### config.mk
export PLATFORM = sky130hd
export DESIGN_NAME = exception_ctrl_flat
export DESIGN_NICKNAME = d
export VERILOG_FILES = /design/src/rtl/exc_pkg.sv /design/src/rtl/exception_ctrl_if.sv /design/src/rtl/exc_sysregs.sv /design/src/rtl/exception_ctrl.sv /design/src/flat_wrapper.sv
export SDC_FILE = /design/constraint.sdc
export NUM_CORES = 1
export LEC_CHECK = 0
export ABC_AREA = 1
export BUFFER_PORTS_ARGS = -buffer_cell sky130_fd_sc_hd__buf_2
export CORE_MARGIN = 2
export CORE_UTILIZATION = 41
export DETAILED_ROUTE_END_ITERATION = 7
export GPL_TIMING_DRIVEN = 0
export PLACE_DENSITY = 0.75
export SLEW_MARGIN = 20
export SYNTH_ARGS = -nofsm -noshare
export SYNTH_HDL_FRONTEND = slang
export SYNTH_SLANG_ARGS = --single-unit
export TNS_END_PERCENT = 10
### constraint.sdc
create_clock -name clk -period 1.49 [get_ports clk]
set_clock_uncertainty 0.2 [all_clocks]
set_input_delay 0.447 -clock clk [delete_from_list [all_inputs] [get_ports clk]]
set_output_delay 0.447 -clock clk [all_outputs]
set_load 0.005 [all_outputs]
### src/rtl/exc_pkg.sv
// Shared types and encodings for the exception control stage.
package exc_pkg;

  typedef enum logic [2:0] {
    StIdle    = 3'd0,
    StTake    = 3'd1,
    StHandler = 3'd2,
    StRet     = 3'd3,
    StFault   = 3'd4
  } exc_state_t;

  // Next-PC source codes.
  localparam logic [1:0] PCSEL_SEQ = 2'b00;
  localparam logic [1:0] PCSEL_VEC = 2'b01;
  localparam logic [1:0] PCSEL_ERR = 2'b10;

  // Cause codes produced by the decoder.
  localparam logic [3:0] ESTAT_IRQ   = 4'b0001;
  localparam logic [3:0] ESTAT_UNDEF = 4'b0010;

  // MRS source select codes.
  localparam logic [1:0] SYSSEL_ERR    = 2'b00;
  localparam logic [1:0] SYSSEL_ESR    = 2'b01;
  localparam logic [1:0] SYSSEL_STATUS = 2'b10;
  localparam logic [1:0] SYSSEL_RSVD   = 2'b11;

endpackage

### src/rtl/exception_ctrl_if.sv
// Decoder <-> exception control signal bundle.
interface exception_ctrl_if #(
  parameter int unsigned N = 64
);
  logic         Exc;
  logic [3:0]   EStatus;
  logic         ERet;
  logic [N-1:0] PC;
  logic [1:0]   SysRegSel;
  logic [N-1:0] SysRegOut;
  logic         ExcAck;
  logic [1:0]   PCSel;
  logic         Flush;
  logic         InHandler;
  logic         Halt;

  // Decoder / pipeline side.
  modport master (
    output Exc, EStatus, ERet, PC, SysRegSel,
    input  SysRegOut, ExcAck, PCSel, Flush, InHandler, Halt
  );

  // Exception control side.
  modport slave (
    input  Exc, EStatus, ERet, PC, SysRegSel,
    output SysRegOut, ExcAck, PCSel, Flush, InHandler, Halt
  );
endinterface

### src/rtl/exc_sysregs.sv
// ERR/ESR exception system registers and the MRS read mux.
module exc_sysregs
  import exc_pkg::*;
#(
  parameter int unsigned N = 64
) (
  input  logic         clk,
  input  logic         Reset,
  input  logic         err_we,
  input  logic [N-1:0] err_wdata,
  input  logic         esr_we,
  input  logic [3:0]   esr_wdata,
  input  logic [1:0]   sel,
  input  logic         halt,
  input  logic         in_handler,
  output logic [N-1:0] rdata
);

  logic [N-1:0] err_q;
  logic [3:0]   esr_q;

  // Register updates; each register has its own write enable.
  always_ff @(posedge clk) begin
    if (Reset) begin
      err_q <= '0;
      esr_q <= '0;
    end else begin
      if (err_we) err_q <= err_wdata;
      if (esr_we) esr_q <= esr_wdata;
    end
  end

  // Read mux; a read in the write cycle sees the old value.
  always_comb begin
    rdata = '0;
    unique case (sel)
      SYSSEL_ERR:    rdata = err_q;
      SYSSEL_ESR:    rdata = {{(N-4){1'b0}}, esr_q};
      SYSSEL_STATUS: rdata = {{(N-2){1'b0}}, halt, in_handler};
      SYSSEL_RSVD:   rdata = '0;
      default:       rdata = '0;
    endcase
  end

endmodule

### src/rtl/exception_ctrl.sv
// Exception control FSM: capture, vector redirect, return and double-fault halt.
module exception_ctrl
  import exc_pkg::*;
#(
  parameter int unsigned  N           = 64,
  parameter logic [N-1:0] VECTOR_ADDR = N'(64'hD8)
) (
  input logic            clk,
  input logic            Reset,
  exception_ctrl_if.slave bus
);

  exc_state_t state_q, state_d;
  logic       err_we;
  logic       esr_we;

  // State register with synchronous reset.
  always_ff @(posedge clk) begin
    if (Reset) state_q <= StIdle;
    else       state_q <= state_d;
  end

  // Next state and capture enables; Exc outranks ERet.
  always_comb begin
    state_d = state_q;
    err_we  = 1'b0;
    esr_we  = 1'b0;
    unique case (state_q)
      StIdle: begin
        if (bus.Exc) begin
          err_we  = 1'b1;
          esr_we  = 1'b1;
          state_d = StTake;
        end
      end
      StTake: state_d = StHandler;
      StHandler: begin
        if (bus.Exc) begin
          // IRQs are masked in the handler; anything else is a double fault.
          if (bus.EStatus != ESTAT_IRQ) begin
            esr_we  = 1'b1;
            state_d = StFault;
          end
        end else if (bus.ERet) begin
          state_d = StRet;
        end
      end
      StRet:   state_d = StIdle;
      StFault: state_d = StFault;
      default: state_d = StIdle;
    endcase
  end

  // Moore outputs decoded from state only.
  always_comb begin
    bus.ExcAck    = 1'b0;
    bus.PCSel     = PCSEL_SEQ;
    bus.Flush     = 1'b0;
    bus.InHandler = 1'b0;
    bus.Halt      = 1'b0;
    unique case (state_q)
      StIdle: ;
      StTake: begin
        bus.ExcAck = 1'b1;
        bus.PCSel  = PCSEL_VEC;
        bus.Flush  = 1'b1;
      end
      StHandler: bus.InHandler = 1'b1;
      StRet: begin
        bus.PCSel     = PCSEL_ERR;
        bus.Flush     = 1'b1;
        bus.InHandler = 1'b1;
      end
      StFault: begin
        bus.Halt  = 1'b1;
        bus.Flush = 1'b1;
      end
      default: ;
    endcase
  end

  // VECTOR_ADDR is consumed by the fetch stage through PCSel; kept here as the
  // single point of definition for the handler entry.
  logic [N-1:0] vector_addr;
  assign vector_addr = VECTOR_ADDR;
  logic unused_vector;
  assign unused_vector = ^vector_addr;

  exc_sysregs #(
    .N (N)
  ) u_sysregs (
    .clk        (clk),
    .Reset      (Reset),
    .err_we     (err_we),
    .err_wdata  (bus.PC),
    .esr_we     (esr_we),
    .esr_wdata  (bus.EStatus),
    .sel        (bus.SysRegSel),
    .halt       (bus.Halt),
    .in_handler (bus.InHandler),
    .rdata      (bus.SysRegOut)
  );

endmodule

### src/flat_wrapper.sv
// flat-port wrapper written by rule: the top's interface ports become plain ports
module exception_ctrl_flat import exc_pkg::*;
#(
  parameter int unsigned  N           = 64,
  parameter logic [N-1:0] VECTOR_ADDR = N'(64'hD8)
)
  (clk, Reset, bus_Exc, bus_EStatus, bus_ERet, bus_PC, bus_SysRegSel, bus_SysRegOut, bus_ExcAck, bus_PCSel, bus_Flush, bus_InHandler, bus_Halt);
  exception_ctrl_if #(.N(N)) bus_i ();
  input logic clk;
  input logic Reset;
  input wire logic [$bits(bus_i.Exc)-1:0] bus_Exc;
  input wire logic [$bits(bus_i.EStatus)-1:0] bus_EStatus;
  input wire logic [$bits(bus_i.ERet)-1:0] bus_ERet;
  input wire logic [$bits(bus_i.PC)-1:0] bus_PC;
  input wire logic [$bits(bus_i.SysRegSel)-1:0] bus_SysRegSel;
  output wire logic [$bits(bus_i.SysRegOut)-1:0] bus_SysRegOut;
  output wire logic [$bits(bus_i.ExcAck)-1:0] bus_ExcAck;
  output wire logic [$bits(bus_i.PCSel)-1:0] bus_PCSel;
  output wire logic [$bits(bus_i.Flush)-1:0] bus_Flush;
  output wire logic [$bits(bus_i.InHandler)-1:0] bus_InHandler;
  output wire logic [$bits(bus_i.Halt)-1:0] bus_Halt;
  assign bus_i.Exc = bus_Exc;
  assign bus_i.EStatus = bus_EStatus;
  assign bus_i.ERet = bus_ERet;
  assign bus_i.PC = bus_PC;
  assign bus_i.SysRegSel = bus_SysRegSel;
  assign bus_SysRegOut = bus_i.SysRegOut;
  assign bus_ExcAck = bus_i.ExcAck;
  assign bus_PCSel = bus_i.PCSel;
  assign bus_Flush = bus_i.Flush;
  assign bus_InHandler = bus_i.InHandler;
  assign bus_Halt = bus_i.Halt;
  exception_ctrl #(.N(N), .VECTOR_ADDR(VECTOR_ADDR)) u_core (.clk(clk), .Reset(Reset), .bus(bus_i));
endmodule
==> Word level (Yosys, flattened, before mapping) <==
Index checks and enable logic that the tools add are counted.
W data, S select, Z words.
{ "totals": {"memories": 0, "input_bits": 74, "ram_bits": 0, "reg_bits": 71, "word_cells": 35, "latch_bits": 0, "rom_bits": 0, "output_inout_bits": 70} }
{ "op_classes": {"bitwise_logic": 0, "mux": 16, "n_shift": 0, "reduce_logical": 5, "n_div": 0, "mul": 0, "magnitude_cmp": 0, "add_sub_neg": 0, "n_eq_ne": 11} }
{ "ops": {"columns": ["cell", "count"], "rows": [
  ["$pmux W64 S4", 1],
  ["$mux W3", 4],
  ["$pmux W3 S4", 1],
  ["$mux W1", 8],
  ["$eq A3 B2 Y1 const B", 2],
  ["$eq A2 B2 Y1 const B", 2],
  ["$ne A4 B1 Y1 const B", 1],
  ["$pmux W2 S2", 1],
  ["$eq A3 B1 Y1 const B", 1],
  ["$eq A3 B3 Y1 const B", 1],
  ["$logic_not A3 Y1", 1],
  ["$ne A3 B2 Y1 const B", 1],
  ["$ne A3 B3 Y1 const B", 1],
  ["$reduce_and A3 Y1", 1],
  ["$reduce_or A3 Y1", 1],
  ["$eq A2 B1 Y1 const B", 1],
  ["$logic_not A2 Y1", 1],
  ["$ne A2 B2 Y1 const B", 1],
  ["$pmux W1 S2", 1],
  ["$reduce_or A2 Y1", 1]
]} }

==> Depth between registers and ports, before layout <==
Gate-level depths: netlist of run 1.
{ "logic_depth": {"depth_word": 4, "depth_mapped": 8, "ltp_nobuf": 8} }

==> Hierarchy <==
From an unflattened synthesis of run 1, not the netlist that was laid out.
{ "hier_totals": {"cells_unflattened": 480, "area_unflattened_um2": 3214.3} }
{ "modules_own_cells": {"columns": ["mod", "n_inst", "seq_area_each_um2", "area_per_inst_um2", "cells_each"], "rows": [
  ["exc_sysregs", 1, 1361.3, 2960.3, 439],
  ["exception_ctrl", 1, 60.1, 254.0, 41]
]} }

==> Least setup slack after synthesis of run 1 <==
No wires, ideal clock.
{ "synth_timing": {"path_kind": "input port to output port", "from": "in bus_SysRegSel[0]", "to": "out bus_SysRegOut[0]", "n_path_buf": 0, "required_time_ns": 0.843, "t_arrival_ns": 0.951, "path_slack_ns": -0.108, "path_stages": 3, "cell_sequence": "inv_1 or2_2 o221ai_1"} }
{ "synth_via": {"elab_chain_cells": 2, "elab_cells_between_ends": 5, "cone_classes": "3 x eq/ne; 1 x mux; 1 x reduce/logical"} }
{ "synth_lines": {"columns": ["item", "line_no", "rtl"], "rows": [
  ["start, declared", "flat_wrapper.sv:15", "input wire logic [$bits(bus_i.SysRegSel)-1:0] bus_SysRegSel;"],
  ["$eq A2 B2 Y1, or another cell as far along", "exc_sysregs.sv:36", "unique case (sel)"],
  ["$pmux W64 S4 (*)", "exc_sysregs.sv:36", null],
  ["end, declared", "flat_wrapper.sv:16", "output wire logic [$bits(bus_i.SysRegOut)-1:0] bus_SysRegOut;"]
]} }
Every way passes the cells marked *; elsewhere a longest branch is shown, timed or not.

==> Final worst setup path of run 1 <==
{ "layout_timing": {"from": "in bus_SysRegSel[0]", "to": "out bus_SysRegOut[40]"} }
The elaborated chain is that of the path after synthesis.

==> results of run 1 <==
power groups by stage:
| stage | Combinational [mW] | Clock, mW | Sequential, mW |
|---|---|---|---|
| after global placement | 1.03 | 0 | 2.26 |
| after floorplan | 0.685 | 0 | 2.25 |
| after detailed placement | 1.05 | 0 | 2.27 |
| after CTS | 1.16 | 1.59 | 2.23 |
| after global routing | 1.40 | 1.67 | 2.25 |
| final | 1.25 | 1.56 | 2.23 |
cell usage in the layout (no fill, tap or decap), types with 3 or more instances in the layout:
| master | count |
|---|---|
| o21ai_2 | 24 |
| nor2_2 | 9 |
| buf_6 | 7 |
| dfxtp_4 | 3 |
| o21ai_1 | 34 |
| nand3_1 | 10 |
| nor2_1 | 59 |
| clkbuf_8 | 11 |
| nor2_4 | 3 |
| clkbuf_1 | 6 |
| o21ai_0 | 8 |
| buf_4 | 12 |
| a21oi_1 | 67 |
| nand2_1 | 14 |
| buf_8 | 6 |
| inv_1 | 77 |
| dfxtp_1 | 68 |
| buf_2 | 143 |
synthesized netlist by cell type:
| library cell | n | area share, % |
|---|---|---|
| nor3_1 | 1 | 0.17 |
| nand3_1 | 11 | 1.8 |
| o21ai_1 | 27 | 4.5 |
| nor2_4 | 1 | 0.38 |
| nor3_2 | 1 | 0.34 |
| buf_2 | 8 | 1.3 |
| nand3_2 | 1 | 0.34 |
| clkbuf_1 | 12 | 1.5 |
| o221ai_1 | 2 | 0.59 |
| or2_2 | 2 | 0.42 |
| nand2_1 | 14 | 1.8 |
| a21oi_1 | 68 | 11 |
| nor2_1 | 70 | 8.8 |
| o21ai_0 | 39 | 6.5 |
| inv_2 | 2 | 0.25 |
| o22ai_1 | 2 | 0.42 |
| inv_1 | 80 | 10 |
| buf_4 | 7 | 1.8 |
| dfxtp_1 | 71 | 48 |
metrics by stage:
stage	worst slack (ns)	instances	total power, mW	instance area (um2)	TNS, ns
floorplan	-0.04074	419	2.938	3048	-2.348
global placement	-0.3914	661	3.289	3887	-34.41
detailed placement	-0.4116	661	3.323	3887	-36.80
CTS	-0.3509	680	4.983	4229	-24.55
global route	-0.3917	681	5.321	4377	-30.95
finish	-0.3397	681	5.032	4377	-23.05
worst max-delay path by stage:
stage	startpoint	to	slack [ns]	cells after the start
4_1_cts	bus_SysRegSel[1]	bus_SysRegOut[44]	-0.35	6
6_report	bus_SysRegSel[0]	bus_SysRegOut[40]	-0.34	6
2_1_floorplan	bus_SysRegSel[1]	bus_SysRegOut[11]	-0.04	4
5_1_grt	bus_SysRegSel[0]	bus_SysRegOut[31]	-0.39	6
3_3_place_gp	bus_SysRegSel[1]	bus_SysRegOut[39]	-0.39	6
3_5_place_dp	bus_SysRegSel[1]	bus_SysRegOut[39]	-0.41	6
worst max-delay path, stage by stage:
cell and delay [ns]:
buf_2 0.12, nor2_4 0.13, inv_6 0.08, buf_8 0.16, nor2_1 0.10, buf_2 0.13
flip-flops by register name (all words and copies together) (netlist names):
name and cells:
u_core.u_sysregs.err_q 64, u_core.u_sysregs.esr_q 4, u_core.state_q 3
cell type report:
type	count	share of cell area [%]
timing repair buffer	148	17.27
clock inverter	3	0.9720
buffer	27	6.003
multi-input combinational	239	29.39
inverter	82	7.261
clock buffer	12	3.545
tap	99	2.830
sequential	71	32.73
kinds of logic (layout without fill, tap and decap cells):
kind of cell	Yosys count	after routing	share of synthesized area [%]
AO/OA/AOI/OAI	138	138	23.46
flip-flops	71	71	47.59
AND/OR/NAND/NOR	101	101	14.03
buffers and inverters	109	272	14.91
repair_timing:
item                                    CTS  global route
hold buffers                              0             0
endpoints found under the setup margin  123           138
pin swaps                                 0             2
cloned                                    0             0
setup buffers                             4             1
gates resized for setup                  50            60
routing by layer:
metal	vias to the layer above	wire length [um]
met2	117	4223
met5	-	0
li1	1636	-
met1	1470	3687
met4	0	94
met3	10	669
==> results.toml, run 1 <==
[cells_and_area]
final_nets = 652
multi_input_area_mm2 = 0.001286
fin_util_pct = 61.33
drive_gt1_share_pct = 40.55
areaGrowthSynthToFinish_pct = 46.54
diodes = 0
fillers = 725
register_area_mm2 = 0.001433

[grt]
grt_usage_pct = 21.56
antenna_found_initial = 0
use_met3_pct = 4.524
met2_usage_pct = 37.31
grt_remaining_overflow = 0
busiest_layer = "met2"
grt_pass1_vias = 2899
grt_pass1_wl_mm = 13.29
met1_usage_pct = 26.79
grt_max_degree = 12

[sta]
min_period_over_period_pct = 122.8
worst_slack_ns = -0.3397
rsz0062_at_grt = "true"
slew_violations = 0
min_period_ns = 1.830
finalSetupViolations = 126
relSlewSlack_pct = 62.00
fmax_ghz = 0.5465
holdWs_ns = 0.1677
tightest_slew_ns = 0.5699
finalHoldViolations = 0

[critical_path]
path_class = "in2out"
ff2ff_path_depth = 7
worst-path-max-fanout = 10
critPathLaunchType = "primary input"
reg2reg_slack_ns = -0.07
reg2reg_from = "u_core.state_q[0]"
cp.required_ns = 0.84
end_kind = "output pin"
worstPathArrival_ns = 1.18
reg2reg_to = "u_core.u_sysregs.err_q[3]"

[yosys]
syn_avg_cell_area_um2 = 7.128
netlist_area_mm2 = 0.002987
syn_inst = 419
ys_seq_area_share_pct = 47.59
ys_seq_elements = 71
yosys_warnings = 0
syn_nets = 493
synth_cell_types = 19

[min_path]
hold_start = "Reset"
hold_end = "u_core.state_q[2]"
hp-class = "in2reg"
hold_depth = 2

[floorplanning]
rows = 31
die_w_um = 89.35
dieArea_mm2 = 0.007983
start_util_pct = 41.85
die_h_um = 89.35
io-pin-count = 144
fp.coreArea_mm2 = 0.007137

[pwr]
pwr-share-comb_pct = 24.8
p_switching_mw = 1.493
p_clk_share_pct = 30.9
seq_power_share_pct = 44.3
p_leak_nw = 2.122
powerDensity_mw_per_mm2 = 1150
switching_share_pct = 29.67
intPower_mw = 3.539
vdd_drop_max_mv = 0.6031

[cts]
insertion_delay_ns = 0.33
cts_sinks = 71
cts.path.max_buffers = 2
clock-root-buffer = "clkbuf_8"
clk_pin_slew_ns = 0.07
cts_tree = "done"
cts_max_level = 3
cts_buffers = 9

[placement]
gp_congestion = 0.7916
dp_hpwl_mm = 6.240
portBuffers = 143

[drt]
post_drt_wl_per_cell_um = 12.74
via_count = 3233
ant_nets = 0
drc_errors = 0
drt_iter0_markers = 97
routed_wl_mm = 8.674
avgViaCountPerCell = 4.747
firstDrtPassIters = 6

[run_status]
violations = "setup timing"
outcome = "finished, violations left"

[flow_run]
cap_violations = 0
Power figures use the tool's default switching activity.
==> run 2, diff against run 1 <==
--- a/config.mk
+++ b/config.mk
@@ -5,15 +5,16 @@
 export SDC_FILE = /design/constraint.sdc
 export NUM_CORES = 1
 export LEC_CHECK = 0
-export ABC_AREA = 1
 export BUFFER_PORTS_ARGS = -buffer_cell sky130_fd_sc_hd__buf_2
 export CORE_MARGIN = 2
-export CORE_UTILIZATION = 41
+export CORE_UTILIZATION = 42
+export CTS_CLUSTER_DIAMETER = 120
 export DETAILED_ROUTE_END_ITERATION = 7
 export GPL_TIMING_DRIVEN = 0
-export PLACE_DENSITY = 0.75
+export PLACE_DENSITY = 0.76
 export SLEW_MARGIN = 20
 export SYNTH_ARGS = -nofsm -noshare
 export SYNTH_HDL_FRONTEND = slang
+export SYNTH_HIERARCHICAL = 1
 export SYNTH_SLANG_ARGS = --single-unit
 export TNS_END_PERCENT = 10
==> results.toml, run 2 <==
[placement]
placed_cell_area_mm2 = 0.004058
dp.cells = 564
dp_hpwl_mm = 5.910
gp_congestion = 0.7734
portBuffers = 141
pre_cts_slack_ns = -0.4324

[sta]
min_period_ns = 1.955
holdWs_ns = 0.1435
tightest_slew_ns = 0.3992
rsz0062_at_grt = "true"
worst_slack_ns = -0.4648
min_period_over_period_pct = 131.2
relSlewSlack_pct = 73.39
fin_tns_setup_ns = -49.48
slew_violations = 0
finalHoldViolations = 0
finalSetupViolations = 138
fmax_ghz = 0.5116

[cts]
clk_pin_slew_ns = 0.08
cts_tree = "done"
cts_max_level = 3
cts.path.max_buffers = 2
clock-root-buffer = "clkbuf_8"
cts_sinks = 71
cts_buffers = 9
insertion_delay_ns = 0.33

[yosys]
syn_nets = 398
ys.flop_type = "dfxtp_1"
synth_most_common_cell = "mux2i_1"
ys_seq_area_share_pct = 44.57
ys_seq_elements = 71
synth_area_leaders = "dfxtp_1 45%, mux2i_1 23%, and2_1 12%"
synth_cell_types = 30
async_flop_share_pct = 0
syn_avg_cell_area_um2 = 9.844
netlist_area_mm2 = 0.003189
yosys_warnings = 6
yosysTopAreaCellShare_pct = 44.57
synthTopCellsByCount = "72 x mux2i_1, 71 x dfxtp_1, 71 x nor2_1"
synth_edf_count = 0
synth_top_cell_by_area = "dfxtp_1"
syn_inst = 324

[grt]
grt_usage_pct = 19.37
grt_pass1_vias = 2691
antenna_found_initial = 0
grt_pass1_wl_mm = 12.80
grt_max_degree = 13
grt_remaining_overflow = 0

[run_status]
outcome = "finished, violations left"
violations = "setup timing"

[floorplanning]
io-pin-count = 144
die_w_um = 91.14
start_util_pct = 43.74
dieArea_mm2 = 0.008307
rows = 31
fp.coreArea_mm2 = 0.007292
die_h_um = 91.14

[cells_and_area]
fin_util_pct = 65.53
instances_no_fill = 598
final_common_cell = "buf_2"
drive_gt1_share_pct = 46.09
largest_register_ff_count = 64
final_nets = 568
final_area_mm2 = 0.004778
reg_top3 = "u_core/u_sysregs/err_q (64), u_core/u_sysregs/esr_q (4), u_core/state_q (3)"
final_cell_mix = "126 x buf_2, 72 x mux2i_1, 71 x nor2_1, 68 x dfxtp_1, 38 x and2_1"
diodes = 0
areaGrowthSynthToFinish_pct = 49.82
fillers = 624
regMostFlops = "u_core/u_sysregs/err_q"

[critical_path]
reg2reg_from = "u_core/state_q[1]"
end_kind = "output pin"
cp_top_family = "flip-flops"
ff2ff_path_depth = 6
reg2reg_to = "u_core/u_sysregs/err_q[22]"
crit_chain = "inv_4 -> nor3_4 -> mux2i_1 -> o2bb2ai_1 -> buf_2"
worst-path-max-fanout = 4
critPathLaunchType = "flip-flop"
slowest_stage = "dfxtp_4"
max_stage_delay_ns = 0.39
cp.required_ns = 0.84
reg2reg_slack_ns = -0.39
path_buf_inv = 2
worstPathArrival_ns = 1.31
path_class = "reg2out"

[pwr]
finalPower_mw = 4.780
p_leak_nw = 2.398
vdd_drop_max_mv = 0.5204
powerDensity_mw_per_mm2 = 1000

[drt]
avgViaCountPerCell = 4.714
via_count = 2819
firstDrtPassIters = 4
drt_iter0_markers = 56
post_drt_wl_per_cell_um = 14.83
routed_wl_mm = 8.870
drc_errors = 0
ant_nets = 0

[min_path]
hold_end = "u_core/u_sysregs/err_q[12]"
hold_depth = 3
hold_start = "bus_PC[12]"
hp-class = "in2reg"

[flow_run]
cap_violations = 0
[run 2: cell count changes in the layout (fill, tap and decap cells not counted), sizes merged, moves of 3 or more]
cell	delta
a21oi	-68
nand2	-13
mux2i	+72
and2	+61
o21ai	-64
clkinv	+3
nand3	-12
buf	+9
inv	-79
[run 2: timing repair]
| action | 4_1_cts | 5_1_grt |
|---|---|---|
| endpoints found under the setup margin | 138 | 138 |
| pin swaps | 17 | 15 |
| setup buffers | 6 | 6 |
| gates resized for setup | 24 | 50 |
| cloned | 1 | 6 |
| hold buffers | 0 | 0 |
[run 2: metal layers]
layer  vias to the layer above  global-route usage, %  routed length, um
met5                         -                      0                  0
met4                         0                  4.167                 43
met3                         5                  4.979                539
met2                       108                  32.96               4387
met1                      1313                  24.75               3899
li1                       1393                      -                  -
[run 2: power breakdown]
part | total (mW) | internal, mW | switching, mW
clock network | 1.71 | 0.983 | 0.724
logic | 0.949 | 0.541 | 0.408
registers | 2.12 | 2.04 | 0.0807
total | 4.78 | 3.57 | 1.21
[run 2: cells by family after synthesis]
| group | share of synthesized area (%) |
|---|---|
| simple gates | 23.58 |
| mux | 22.60 |
| buf+inv | 6.787 |
| compound gates | 2.472 |
| flops | 44.57 |
[run 2: worst max path at each step]
stage                      startpoint                    endpoint  slack (ns)  cells after the start
floorplan           u_core/state_q[2]            bus_SysRegOut[1]       -0.16                      4
global placement              bus_Exc  u_core/u_sysregs/err_q[10]       -0.38                      7
detailed placement            bus_Exc  u_core/u_sysregs/err_q[31]       -0.43                      7
CTS                 u_core/state_q[1]            bus_SysRegOut[0]       -0.47                      5
global route        u_core/state_q[2]            bus_SysRegOut[1]       -0.53                      5
finish              u_core/state_q[2]            bus_SysRegOut[1]       -0.46                      5
[run 2: final cells by class]
class                      instances  area (um2)  share of cell area, %
sequential                        71        1430                  29.93
inverter                           3       13.76                 0.2880
clock buffer                      10       137.6                  2.880
timing repair buffer             160        1061                  22.20
multi-input combinational        225        1634                  34.20
buffer                            24       294.0                  6.153
tap                               99       123.9                  2.592
clock inverter                     6       83.83                  1.754
[run 2: worst register-to-register path: stages (launching register included)]
cell     delay (ns)
dfxtp_4        0.37
buf_6          0.14
nor4_4         0.35
buf_6          0.25
buf_12         0.15
mux2i_1        0.23
nor2_1         0.07
==> run 3, diff against run 2 <==
--- a/config.mk
+++ b/config.mk
@@ -15,6 +15,5 @@
 export SLEW_MARGIN = 20
 export SYNTH_ARGS = -nofsm -noshare
 export SYNTH_HDL_FRONTEND = slang
-export SYNTH_HIERARCHICAL = 1
 export SYNTH_SLANG_ARGS = --single-unit
 export TNS_END_PERCENT = 10
==> results.toml, run 3 <==
[critical_path]
path_class = "in2out"
cp.required_ns = 0.84
critPathLaunchType = "primary input"
reg2reg_to = "u_core.u_sysregs.err_q[41]"
reg2reg_slack_ns = -0.38
worst-path-max-fanout = 10
reg2reg_from = "u_core.state_q[0]"
worstPathArrival_ns = 1.24
end_kind = "output pin"
ff2ff_path_depth = 6

[sta]
slew_violations = 0
rsz0062_at_grt = "true"
relSlewSlack_pct = 62.08
worst_slack_ns = -0.3973
tightest_slew_ns = 0.5688
min_period_over_period_pct = 126.7
fmax_ghz = 0.5299
finalHoldViolations = 0
fin_tns_setup_ns = -46.86
finalSetupViolations = 138
holdWs_ns = 0.1300
min_period_ns = 1.887

[yosys]
netlist_area_mm2 = 0.003067
synth_area_leaders = "dfxtp_1 46%, nand2_1 16%, and2_1 12%"
syn_nets = 472
synth_cell_types = 24
synth_top_cell_by_area = "dfxtp_1"
ys_seq_area_share_pct = 46.35
yosysTopAreaCellShare_pct = 46.35
syn_inst = 398
syn_avg_cell_area_um2 = 7.705
async_flop_share_pct = 0
yosys_warnings = 0
synthTopCellsByCount = "132 x nand2_1, 71 x dfxtp_1, 65 x a21oi_1"
synth_edf_count = 0
ys.flop_type = "dfxtp_1"
ys_seq_elements = 71
synth_most_common_cell = "nand2_1"

[floorplanning]
dieArea_mm2 = 0.008001
die_w_um = 89.45
io-pin-count = 144
rows = 31
fp.coreArea_mm2 = 0.007176
start_util_pct = 42.74
die_h_um = 89.45

[cells_and_area]
regMostFlops = "u_core.u_sysregs.err_q"
instances_no_fill = 678
final_common_cell = "buf_2"
fillers = 562
final_nets = 648
final_area_mm2 = 0.005135
largest_register_ff_count = 64
areaGrowthSynthToFinish_pct = 67.44
fin_util_pct = 71.56
diodes = 0
final_cell_mix = "124 x buf_2, 96 x nand2_1, 68 x dfxtp_1, 52 x a21oi_1, 40 x and2_1"
drive_gt1_share_pct = 50.95
reg_top3 = "u_core.u_sysregs.err_q (64), u_core.u_sysregs.esr_q (4), u_core.state_q (3)"

[flow_run]
cap_violations = 0

[drt]
drt_iter0_markers = 81
ant_nets = 0
avgViaCountPerCell = 4.780
routed_wl_mm = 9.644
post_drt_wl_per_cell_um = 14.22
via_count = 3241
firstDrtPassIters = 4
drc_errors = 0

[cts]
clk_pin_slew_ns = 0.08
cts_max_level = 3
clock-root-buffer = "clkbuf_8"
insertion_delay_ns = 0.34
cts_sinks = 71
cts_buffers = 9
cts_tree = "done"
cts.path.max_buffers = 2

[placement]
pre_cts_slack_ns = -0.6575
dp.cells = 638
placed_cell_area_mm2 = 0.003995
gp_congestion = 0.7667
portBuffers = 141
dp_hpwl_mm = 5.909

[run_status]
outcome = "finished, violations left"
violations = "setup timing"

[pwr]
finalPower_mw = 5.103
p_switching_mw = 1.341
p_clk_share_pct = 37.3
vdd_drop_max_mv = 0.5570
p_leak_nw = 2.438
seq_power_share_pct = 41.7
intPower_mw = 3.763
pwr-share-comb_pct = 20.9
switching_share_pct = 26.27
powerDensity_mw_per_mm2 = 993.8

[grt]
grt_usage_pct = 21.41
grt_pass1_wl_mm = 13.19
grt_remaining_overflow = 0
grt_pass1_vias = 2861
antenna_found_initial = 0
grt_max_degree = 13

[min_path]
hold_end = "u_core.u_sysregs.err_q[55]"
hold_depth = 3
hold_start = "bus_PC[55]"
hp-class = "in2reg"
-- run 3: worst max-delay path: stages --
cell and delay (ns):
clkbuf_16 0.13, nor2_4 0.10, buf_12 0.16, clkbuf_16 0.16
and2_1 0.13, buf_2 0.11
-- run 3: cell families after synthesis --
| group | Yosys count | synth area share (%) |
|---|---|---|
| AOI/OAI and AO/OA | 75 | 13.18 |
| buffers and inverters | 36 | 6.691 |
| DFF | 71 | 46.35 |
| muxes | 4 | 1.306 |
| and+or+nand+nor | 212 | 32.48 |
-- run 3: worst max-delay path by stage --
| stage | endpoint | cells after the start | slack [ns] | from |
|---|---|---|---|---|
| after floorplan | bus_SysRegOut[13] | 4 | -0.22 | bus_SysRegSel[0] |
| after global placement | u_core.u_sysregs.err_q[43] | 4 | -0.62 | Reset |
| after detailed placement | u_core.u_sysregs.err_q[41] | 4 | -0.66 | Reset |
| after CTS | bus_SysRegOut[4] | 6 | -0.38 | bus_SysRegSel[0] |
| after global routing | u_core.u_sysregs.err_q[18] | 6 | -0.43 | u_core.state_q[0] |
| final | bus_SysRegOut[15] | 6 | -0.40 | bus_SysRegSel[0] |
-- run 3: layout make-up --
class | count | area (um2) | share of cell area [%]
buffer | 30 | 355.3 | 6.920
inverter | 4 | 15.01 | 0.2924
sequential | 71 | 1430 | 27.85
multi-input combinational | 291 | 1774 | 34.55
timing repair buffer | 167 | 1191 | 23.20
clock inverter | 6 | 107.6 | 2.096
clock buffer | 10 | 137.6 | 2.680
tap | 99 | 123.9 | 2.412
-- run 3: power groups by stage --
stage               Combinational [mW]  Sequential, mW  Clock, mW
floorplan                        0.453            2.12          0
finish                            1.07            2.13       1.91
global route                      1.16            2.14       2.00
global placement                 0.697            2.13          0
CTS                              0.808            2.10       1.93
detailed placement               0.710            2.14          0
-- run 3: metal layers --
layer  vias to the layer above  GRT usage, %  share of wire [%]
met5                         -             0                  0
met4                         0         7.870                1.3
met3                        12         4.063                5.1
met2                       109         36.63                 49
met1                      1480         26.75                 45
li1                       1640             -                  -
-- run 3: timing repair --
item / CTS / global route
resized for setup: 54 / 102
buffers inserted: 12 / 3
endpoints found under the setup margin: 138 / 139
pin swaps: 19 / 52
cloned: 3 / 8
hold buffers: 0 / 0
